<file path="config.mk">
export PLATFORM = sky130hd
export DESIGN_NAME = ram_responder_flat
export DESIGN_NICKNAME = d
export VERILOG_FILES = /design/src/rtl/ram_responder_if.sv /design/src/rtl/ram_responder.sv /design/src/flat_wrapper.sv
export SDC_FILE = /design/constraint.sdc
export NUM_CORES = 2
export LEC_CHECK = 0
export ABC_AREA = 1
export BUFFER_PORTS_ARGS = -buffer_cell sky130_fd_sc_hd__buf_2
export CAP_MARGIN = 30
export CORE_MARGIN = 2
export CORE_UTILIZATION = 35
export CTS_CLUSTER_DIAMETER = 60
export DETAILED_ROUTE_END_ITERATION = 8
export PLACE_DENSITY = 0.49
export SETUP_SLACK_MARGIN = 0.15
export SLEW_MARGIN = 20
export SYNTH_ARGS = -nofsm -noshare
export SYNTH_HDL_FRONTEND = slang
export SYNTH_SLANG_ARGS = --single-unit
</file>
<file path="constraint.sdc">
create_clock -name clk -period 2.29 [get_ports clk]
set_input_delay 0.229 -clock clk [delete_from_list [all_inputs] [get_ports clk]]
set_output_delay 0.229 -clock clk [all_outputs]
set_load 0.02 [all_outputs]
</file>
<file path="src/rtl/ram_responder_if.sv">
// ---------------------------------------------------------------------------
// ram_responder_if
// Bus between the control unit (master) and the RAM responder (slave).
//   en          global enable (master -> slave)
//   en_ram_in   single-cycle request pulse (master -> slave)
//   we          1 = write, 0 = read (master -> slave)
//   addr        request address (master -> slave)
//   wdata       write data (master -> slave)
//   ins         registered read data (slave -> master)
//   en_ram_out  one-cycle read-valid pulse (slave -> master)
//   busy        read outstanding (slave -> master)
//   err         range error pulse, only when RAM_RANGE_CHECK_EN is defined
// ---------------------------------------------------------------------------
interface ram_responder_if #(
  parameter int ADDR_W = 8,
  parameter int DATA_W = 16
);
  logic              en;
  logic              en_ram_in;
  logic              we;
  logic [ADDR_W-1:0] addr;
  logic [DATA_W-1:0] wdata;
  logic [DATA_W-1:0] ins;
  logic              en_ram_out;
  logic              busy;
`ifdef RAM_RANGE_CHECK_EN
  logic              err;

  modport master (
    output en, en_ram_in, we, addr, wdata,
    input  ins, en_ram_out, busy, err
  );

  modport slave (
    input  en, en_ram_in, we, addr, wdata,
    output ins, en_ram_out, busy, err
  );
`else
  modport master (
    output en, en_ram_in, we, addr, wdata,
    input  ins, en_ram_out, busy
  );

  modport slave (
    input  en, en_ram_in, we, addr, wdata,
    output ins, en_ram_out, busy
  );
`endif
endinterface

</file>
<file path="src/rtl/ram_responder.sv">
// ---------------------------------------------------------------------------
// ram_responder
// Memory-side responder for the CPU fetch/load path. A read request sampled
// in IDLE returns mem[addr] on ins with a one-cycle en_ram_out pulse exactly
// LATENCY enabled cycles later; a write request updates memory immediately.
// Requests arriving while a read is outstanding are dropped.
//
// Ports:
//   clk   rising-edge system clock
//   rst   synchronous active-high reset (memory contents are kept)
//   bus   ram_responder_if.slave: en, en_ram_in, we, addr, wdata in;
//         ins, en_ram_out, busy (and err) out
//
// Optional build macro: RAM_RANGE_CHECK_EN
//   Adds the err output. Reads with addr >= DEPTH return 0 and pulse err
//   with en_ram_out; writes with addr >= DEPTH are dropped and pulse err one
//   cycle after the request edge. Without the macro, addresses alias modulo
//   DEPTH.
//
// Parameters: ADDR_W, DATA_W, DEPTH (power of two, <= 2**ADDR_W, >= 2),
//             LATENCY (1..15)
// ---------------------------------------------------------------------------
module ram_responder #(
  parameter int ADDR_W  = 8,
  parameter int DATA_W  = 16,
  parameter int DEPTH   = 256,
  parameter int LATENCY = 2
) (
  input  logic          clk,
  input  logic          rst,
  ram_responder_if.slave bus
);

  localparam int         IDX_W    = $clog2(DEPTH);
  localparam logic [3:0] CNT_LOAD = 4'(LATENCY - 1);

  typedef enum logic {
    IDLE = 1'b0,
    WAIT = 1'b1
  } state_t;

  state_t            r_state;
  state_t            w_state_nxt;
  logic [3:0]        r_cnt;
  logic [3:0]        w_cnt_nxt;
  logic [ADDR_W-1:0] r_addr_q;
  logic [ADDR_W-1:0] w_addr_nxt;
  logic [DATA_W-1:0] r_ins;
  logic [DATA_W-1:0] w_ins_nxt;
  logic              r_out;
  logic              w_out_nxt;
  logic              r_busy;
  logic              w_busy_nxt;
  logic              w_mem_we;
  logic [IDX_W-1:0]  w_wr_idx;
  logic [IDX_W-1:0]  w_rd_idx;

  logic [DATA_W-1:0] r_mem [DEPTH];

`ifdef RAM_RANGE_CHECK_EN
  logic r_err;
  logic w_err_nxt;
  logic r_werr_p0;
  logic w_werr_nxt;

  function automatic logic in_range(input logic [ADDR_W-1:0] a);
    return ({1'b0, a} < (ADDR_W + 1)'(DEPTH));
  endfunction
`endif

  // Low address bits index the array; upper bits either alias or are
  // range-checked by the optional logic.
  assign w_wr_idx = bus.addr[IDX_W-1:0];
  assign w_rd_idx = r_addr_q[IDX_W-1:0];

  // Next-state / output logic. The response is produced from the WAIT state
  // when the counter has run down to zero, so a request sampled at edge N is
  // answered at edge N+LATENCY (LATENCY=1 loads 0 and answers on the next
  // edge). en_ram_out defaults low every cycle, which makes it a pulse and
  // forces it low whenever en is low.
  always_comb begin
    w_state_nxt = r_state;
    w_cnt_nxt   = r_cnt;
    w_addr_nxt  = r_addr_q;
    w_ins_nxt   = r_ins;
    w_out_nxt   = 1'b0;
    w_busy_nxt  = r_busy;
    w_mem_we    = 1'b0;
`ifdef RAM_RANGE_CHECK_EN
    w_werr_nxt  = 1'b0;
    // A dropped write reports its error one cycle after the request edge.
    w_err_nxt   = r_werr_p0;
`endif
    if (bus.en) begin
      case (r_state)
        IDLE: begin
          if (bus.en_ram_in) begin
            if (bus.we) begin
`ifdef RAM_RANGE_CHECK_EN
              if (in_range(bus.addr)) begin
                w_mem_we = 1'b1;
              end else begin
                w_werr_nxt = 1'b1;
              end
`else
              w_mem_we = 1'b1;
`endif
            end else begin
              w_addr_nxt  = bus.addr;
              w_cnt_nxt   = CNT_LOAD;
              w_state_nxt = WAIT;
              w_busy_nxt  = 1'b1;
            end
          end
        end
        WAIT: begin
          if (r_cnt == 4'd0) begin
            w_ins_nxt   = r_mem[w_rd_idx];
`ifdef RAM_RANGE_CHECK_EN
            if (!in_range(r_addr_q)) begin
              w_ins_nxt = '0;
              w_err_nxt = 1'b1;
            end
`endif
            w_out_nxt   = 1'b1;
            w_busy_nxt  = 1'b0;
            w_state_nxt = IDLE;
          end else begin
            w_cnt_nxt = r_cnt - 4'd1;
          end
        end
        default: begin
          w_state_nxt = IDLE;
        end
      endcase
    end
  end

  // Control and response registers
  always_ff @(posedge clk) begin
    if (rst) begin
      r_state   <= IDLE;
      r_cnt     <= '0;
      r_ins     <= '0;
      r_out     <= 1'b0;
      r_busy    <= 1'b0;
`ifdef RAM_RANGE_CHECK_EN
      r_err     <= 1'b0;
      r_werr_p0 <= 1'b0;
`endif
    end else begin
      r_state   <= w_state_nxt;
      r_cnt     <= w_cnt_nxt;
      r_ins     <= w_ins_nxt;
      r_out     <= w_out_nxt;
      r_busy    <= w_busy_nxt;
`ifdef RAM_RANGE_CHECK_EN
      r_err     <= w_err_nxt;
      r_werr_p0 <= w_werr_nxt;
`endif
    end
  end

  // Address capture carries no reset: it is only consumed from WAIT.
  always_ff @(posedge clk) begin
    r_addr_q <= w_addr_nxt;
  end

  // Storage array; reset blocks a write but never clears contents.
  always_ff @(posedge clk) begin
    if (!rst && w_mem_we) begin
      r_mem[w_wr_idx] <= bus.wdata;
    end
  end

  assign bus.ins        = r_ins;
  assign bus.en_ram_out = r_out;
  assign bus.busy       = r_busy;
`ifdef RAM_RANGE_CHECK_EN
  assign bus.err        = r_err;
`endif

endmodule
</file>
<file path="src/flat_wrapper.sv">
// flat-port wrapper written by rule: the top's interface ports become plain ports
module ram_responder_flat 
#(
  parameter int ADDR_W  = 8,
  parameter int DATA_W  = 16,
  parameter int DEPTH   = 256,
  parameter int LATENCY = 2
)
  (clk, rst, bus_en, bus_en_ram_in, bus_we, bus_addr, bus_wdata, bus_ins, bus_en_ram_out, bus_busy);
  ram_responder_if #(.ADDR_W(ADDR_W), .DATA_W(DATA_W)) bus_i ();
  input  logic clk;
  input  logic rst;
  input wire logic [$bits(bus_i.en)-1:0] bus_en;
  input wire logic [$bits(bus_i.en_ram_in)-1:0] bus_en_ram_in;
  input wire logic [$bits(bus_i.we)-1:0] bus_we;
  input wire logic [$bits(bus_i.addr)-1:0] bus_addr;
  input wire logic [$bits(bus_i.wdata)-1:0] bus_wdata;
  output wire logic [$bits(bus_i.ins)-1:0] bus_ins;
  output wire logic [$bits(bus_i.en_ram_out)-1:0] bus_en_ram_out;
  output wire logic [$bits(bus_i.busy)-1:0] bus_busy;
  assign bus_i.en = bus_en;
  assign bus_i.en_ram_in = bus_en_ram_in;
  assign bus_i.we = bus_we;
  assign bus_i.addr = bus_addr;
  assign bus_i.wdata = bus_wdata;
  assign bus_ins = bus_i.ins;
  assign bus_en_ram_out = bus_i.en_ram_out;
  assign bus_busy = bus_i.busy;
  ram_responder #(.ADDR_W(ADDR_W), .DATA_W(DATA_W), .DEPTH(DEPTH), .LATENCY(LATENCY)) u_core (.clk(clk), .rst(rst), .bus(bus_i));
endmodule
</file>
==> implementation parameters <==
Parameter                              Value

STA
  Transition time of the tightest slew-check pin ... 0.943 ns
  Final setup skew ... 0.0760 ns
  Final setup slack of the worst path ... -0.564 ns
  Unrepaired setup endpoints after global routing ... yes
  Fraction of the cycle the final worst path needs ... 1.25
  Final count of negative-setup-slack endpoints ... 16
  Worst hold margin ... 0.0848 ns
  Number of hold violations in the final report ... 0
  Shortest clock period the worst path allows after layout ... 2.85 ns
  Number of pins with negative max-slew slack in the final report ... 0
  Worst max-slew margin expressed relative to the limit ... 0.370
  Achievable Freq ... 350 MHz

Critical path
  Setup slack, reg-to-reg ... -0.56 ns
  Setup Crit Path Kind ... reg2reg
  Delay of the slowest critical-path stage ... between 0.4 and 0.5 ns
  Crit path cell chain ... buf_12, inv_16, buf_16, buf_12, buf_12, buf_4, buf_4, nand3_1, nand3_1, nand3_2, nand3_2, nand3_4, nand2_4, nand2_4, nand3_1, nand2_1, inv_1
  Kind of start point of the critical path ... flop
  Arr. time, crit path ... 3.82 ns
  Required time of the critical path ... 3.26 ns
  Maximum fanout along the worst path ... 14
  Number of cells on the worst reg-to-reg path ... 17
  Reg-to-Reg End ... u_core.bus.ins[14]
  Nature of the critical path endpoint ... flop
  Slowest stage cell on the critical path ... sky130_fd_sc_hd__edfxtp_1
  Worst R2R Start ... u_core.r_addr_q[2]

Pwr
  Combinational share of power ... 0.049
  Register share of total power ... 0.506
  Overall power after layout ... 164000 uW
  Cell Pwr Density ... a little under 800 mW/mm2
  Net switching power ... 36800 uW
  Maximum ir drop on the vdd rail ... a little over 0.6 mV
  Leak ... between 0.07 and 0.08 uW
  Switching fraction of total power ... 0.224
  Relative contribution of the clock network to total power ... 0.444
  Pint ... 127000 uW

Synth
  Unique masters post-synth ... 25
  Sequential fraction of the synthesis area ... 0.746
  Gate Count Post-Synth ... approximately 14000
  Post-Syn Area per Cell ... 12.1 um2
  Netlist area before placement ... 0.166 mm2
  Number of storage elements in the synthesis netlist ... ~4100
  Total nets after synthesis ... approximately 14000
  Number of synthesis warnings ... 0

Worst hold path
  End point of the most critical hold path ... u_core.r_mem[245][6]
  Number of cells on the worst hold path ... 2
  Class of the tightest hold or removal check ... in2reg
  Min-Delay Startpoint ... bus_wdata[6]

Status
  Status ... complete, but fails checks
  Violations in the final reports ... negative setup slack

Global routing
  First-pass GRT wire length ... 809 mm
  Total track usage ... 0.231
  Initial antenna violation count ... 31
  Vias in the first global route ... between 100k and 150k
  Largest net degree at the start of global routing ... 84
  Grt total ovfl ... 0

Floorplanning
  Std cell rows ... 252
  Die width ... 692 um
  Placeable core region ... around 0.47 mm2
  Height of the die ... around 690 um
  Initial Utilization ... 0.352
  Die Area ... around 0.48 mm2
  IO Count ... 47

Route
  Iteration-0 DRC count of the detailed router ... 13200
  Detailed Routing Iterations Pass 1 ... 6
  Via density per instance ... 5.31
  Per-cell routed wire length ... 26.7 um
  Number of routed nets with antenna violations ... 0
  Total wirelength of the detailed-routed design ... 574 mm
  Total via count in the routed design ... 114000
  DRC errors left ... 0

CTS
  Clock Sinks ... 4127
  TritonCTS clock tree ... built
  Clock Tree Root ... sky130_fd_sc_hd__clkbuf_16
  Number of buffers on the longest clock path ... 4
  Clk pin slew, worst setup/hold paths ... approximately 0.060 ns
  Level count of the clock H-tree ... 5
  CTS Buf Count ... 448
  Clock latency on the worst-skew pair ... 1.04 ns

Placement
  GP Congestion ... 0.857
  DPL Wire Length ... 353 mm
  # port buffers ... 46

Cells and area
  Final layout net count ... 14900
  Area grow syn2layout ... 26.1%
  Share of cells above drive strength 1 ... 0.190

Run
  Number of maximum-capacitance violations ... 0
==> flip-flops by register name, indices dropped and copies added, names as in the netlist <==
signal                 count
u_core.bus.busy            1
u_core.bus.en_ram_out      1
u_core.bus.ins            16
u_core.r_addr_q            8
u_core.r_cnt               4
u_core.r_mem            4096
u_core.r_state             1
==> Yosys cell counts <==
library cell / instances / share of area
sky130_fd_sc_hd__inv_4: 2 / 0.000075
sky130_fd_sc_hd__buf_8: 1 / 0.000090
sky130_fd_sc_hd__clkinv_1: 1 / 0.000023
sky130_fd_sc_hd__xor2_1: 1 / 0.000053
sky130_fd_sc_hd__a31oi_1: 1 / 0.000038
sky130_fd_sc_hd__a21oi_1: 1 / 0.000030
sky130_fd_sc_hd__o21a_1: 16 / 0.00072
sky130_fd_sc_hd__buf_1: 89 / 0.0020
sky130_fd_sc_hd__inv_2: 2 / 0.000045
sky130_fd_sc_hd__a211oi_1: 1 / 0.000045
sky130_fd_sc_hd__nor2_1: 271 / 0.0061
sky130_fd_sc_hd__buf_12: 1 / 0.00012
sky130_fd_sc_hd__dfxtp_1: 23 / 0.0028
sky130_fd_sc_hd__nor3_1: 5 / 0.00015
sky130_fd_sc_hd__edfxtp_1: 4104 / 0.74
sky130_fd_sc_hd__buf_4: 53 / 0.0024
sky130_fd_sc_hd__ha_1: 2 / 0.00015
sky130_fd_sc_hd__nand2_1: 4220 / 0.095
sky130_fd_sc_hd__nand4_1: 1 / 0.000038
sky130_fd_sc_hd__inv_1: 42 / 0.00095
sky130_fd_sc_hd__buf_6: 10 / 0.00068
sky130_fd_sc_hd__nand3_1: 4051 / 0.12
sky130_fd_sc_hd__clkbuf_1: 142 / 0.0032
sky130_fd_sc_hd__buf_2: 643 / 0.019
sky130_fd_sc_hd__o21ai_0: 5 / 0.00015
==> worst max path at each step <==
stage,start,to,cells after the start
after global routing,u_core.r_addr_q[0],u_core.bus.ins[15],20
final,u_core.r_addr_q[2],u_core.bus.ins[14],17
after floorplan,u_core.r_state,u_core.r_mem[102][0],8
after global placement,u_core.r_addr_q[0],u_core.bus.ins[9],18
after detailed placement,u_core.r_addr_q[0],u_core.bus.ins[14],18
after CTS,u_core.r_addr_q[0],u_core.bus.ins[3],17
==> layer usage <==
| layer | vias up | share of wire | GRT usage |
|---|---|---|---|
| li1 | 51400 | - | - |
| met1 | 57500 | 0.44 | 0.333 |
| met2 | 4320 | 0.46 | 0.364 |
| met3 | 719 | 0.070 | 0.0306 |
| met4 | 10 | 0.031 | 0.0691 |
| met5 | - | 0.00011 | 0 |
==> stage by stage <==
step	setup TNS (ns)	cell area [um2]	util	std cells	setup WS, ns
2_1_floorplan	-286.88	166000	-	13700	-0.119
3_3_place_gp	-16.62	187000	0.397	20500	-1.16
3_5_place_dp	-16.77	187000	0.397	20500	-1.16
4_1_cts	-7.87	206000	0.438	21400	-0.502
5_1_grt	-9.04	209000	0.444	21500	-0.603
6_report	-7.75	209000	0.444	21500	-0.564
==> cell usage in the layout (no fill, tap or decap), drive strengths merged, types with 23 or more instances in the layout <==
cell type,Yosys,final
edfxtp,4104,4104
inv,46,67
nand3,4051,4051
nand2,4220,4220
dlygate4sd3,0,33
bufinv,0,50
clkbuf,142,558
nor2,271,271
clkinv,1,215
dfxtp,23,23
buf,797,1565
==> area by class of cell <==
type	count	area [um2]
flip-flops and latches	4127	124000
clock inverters	294	3060
fillers	42700	262000
clock buffers	537	11600
multi-input cells	8575	41300
diodes	12	30.0
inverters	47	263
repair buffers	1641	21400
repair inverters	2	25.0
well taps	6223	7790
==> power by group through the flow <==
| stage | sequential (uW) | combinational, uW | clock [uW] |
|---|---|---|---|
| after floorplan | 84700 | 2590 | 0 |
| after global placement | 84700 | 7170 | 0 |
| after detailed placement | 84700 | 7190 | 0 |
| after CTS | 83100 | 7810 | 73900 |
| after global routing | 83100 | 8530 | 76700 |
| final | 83100 | 8100 | 72900 |
==> critical path: cells and delay by family (launching register included) <==
family	cells	cell delay (ns)
and+or+nand+nor	9	1.02
buffers and inverters	8	1.23
DFF	1	0.43
==> kinds of logic (layout without fill, tap and decap cells) <==
family / Yosys count / in the layout / share of synthesized area
buf+inv: 986 / 2521 / 0.0290
fa+ha+maj: 2 / 2 / 0.000151
simple gates: 8548 / 8548 / 0.224
other cells: 0 / 12 / 0
compound gates: 24 / 24 / 0.000988
xor+xnor: 1 / 1 / 0.0000528
flops: 4127 / 4127 / 0.746
==> repair_timing <==
action,CTS,global route
hold endpoints to repair,3602,1
pin swaps,49,91
buffers inserted,59,10
hold buffers,33,1
gates cloned,39,21
resized for setup,565,427
setup endpoints to repair,2857,3872
Note: power is estimated with default switching activity, not from simulation.
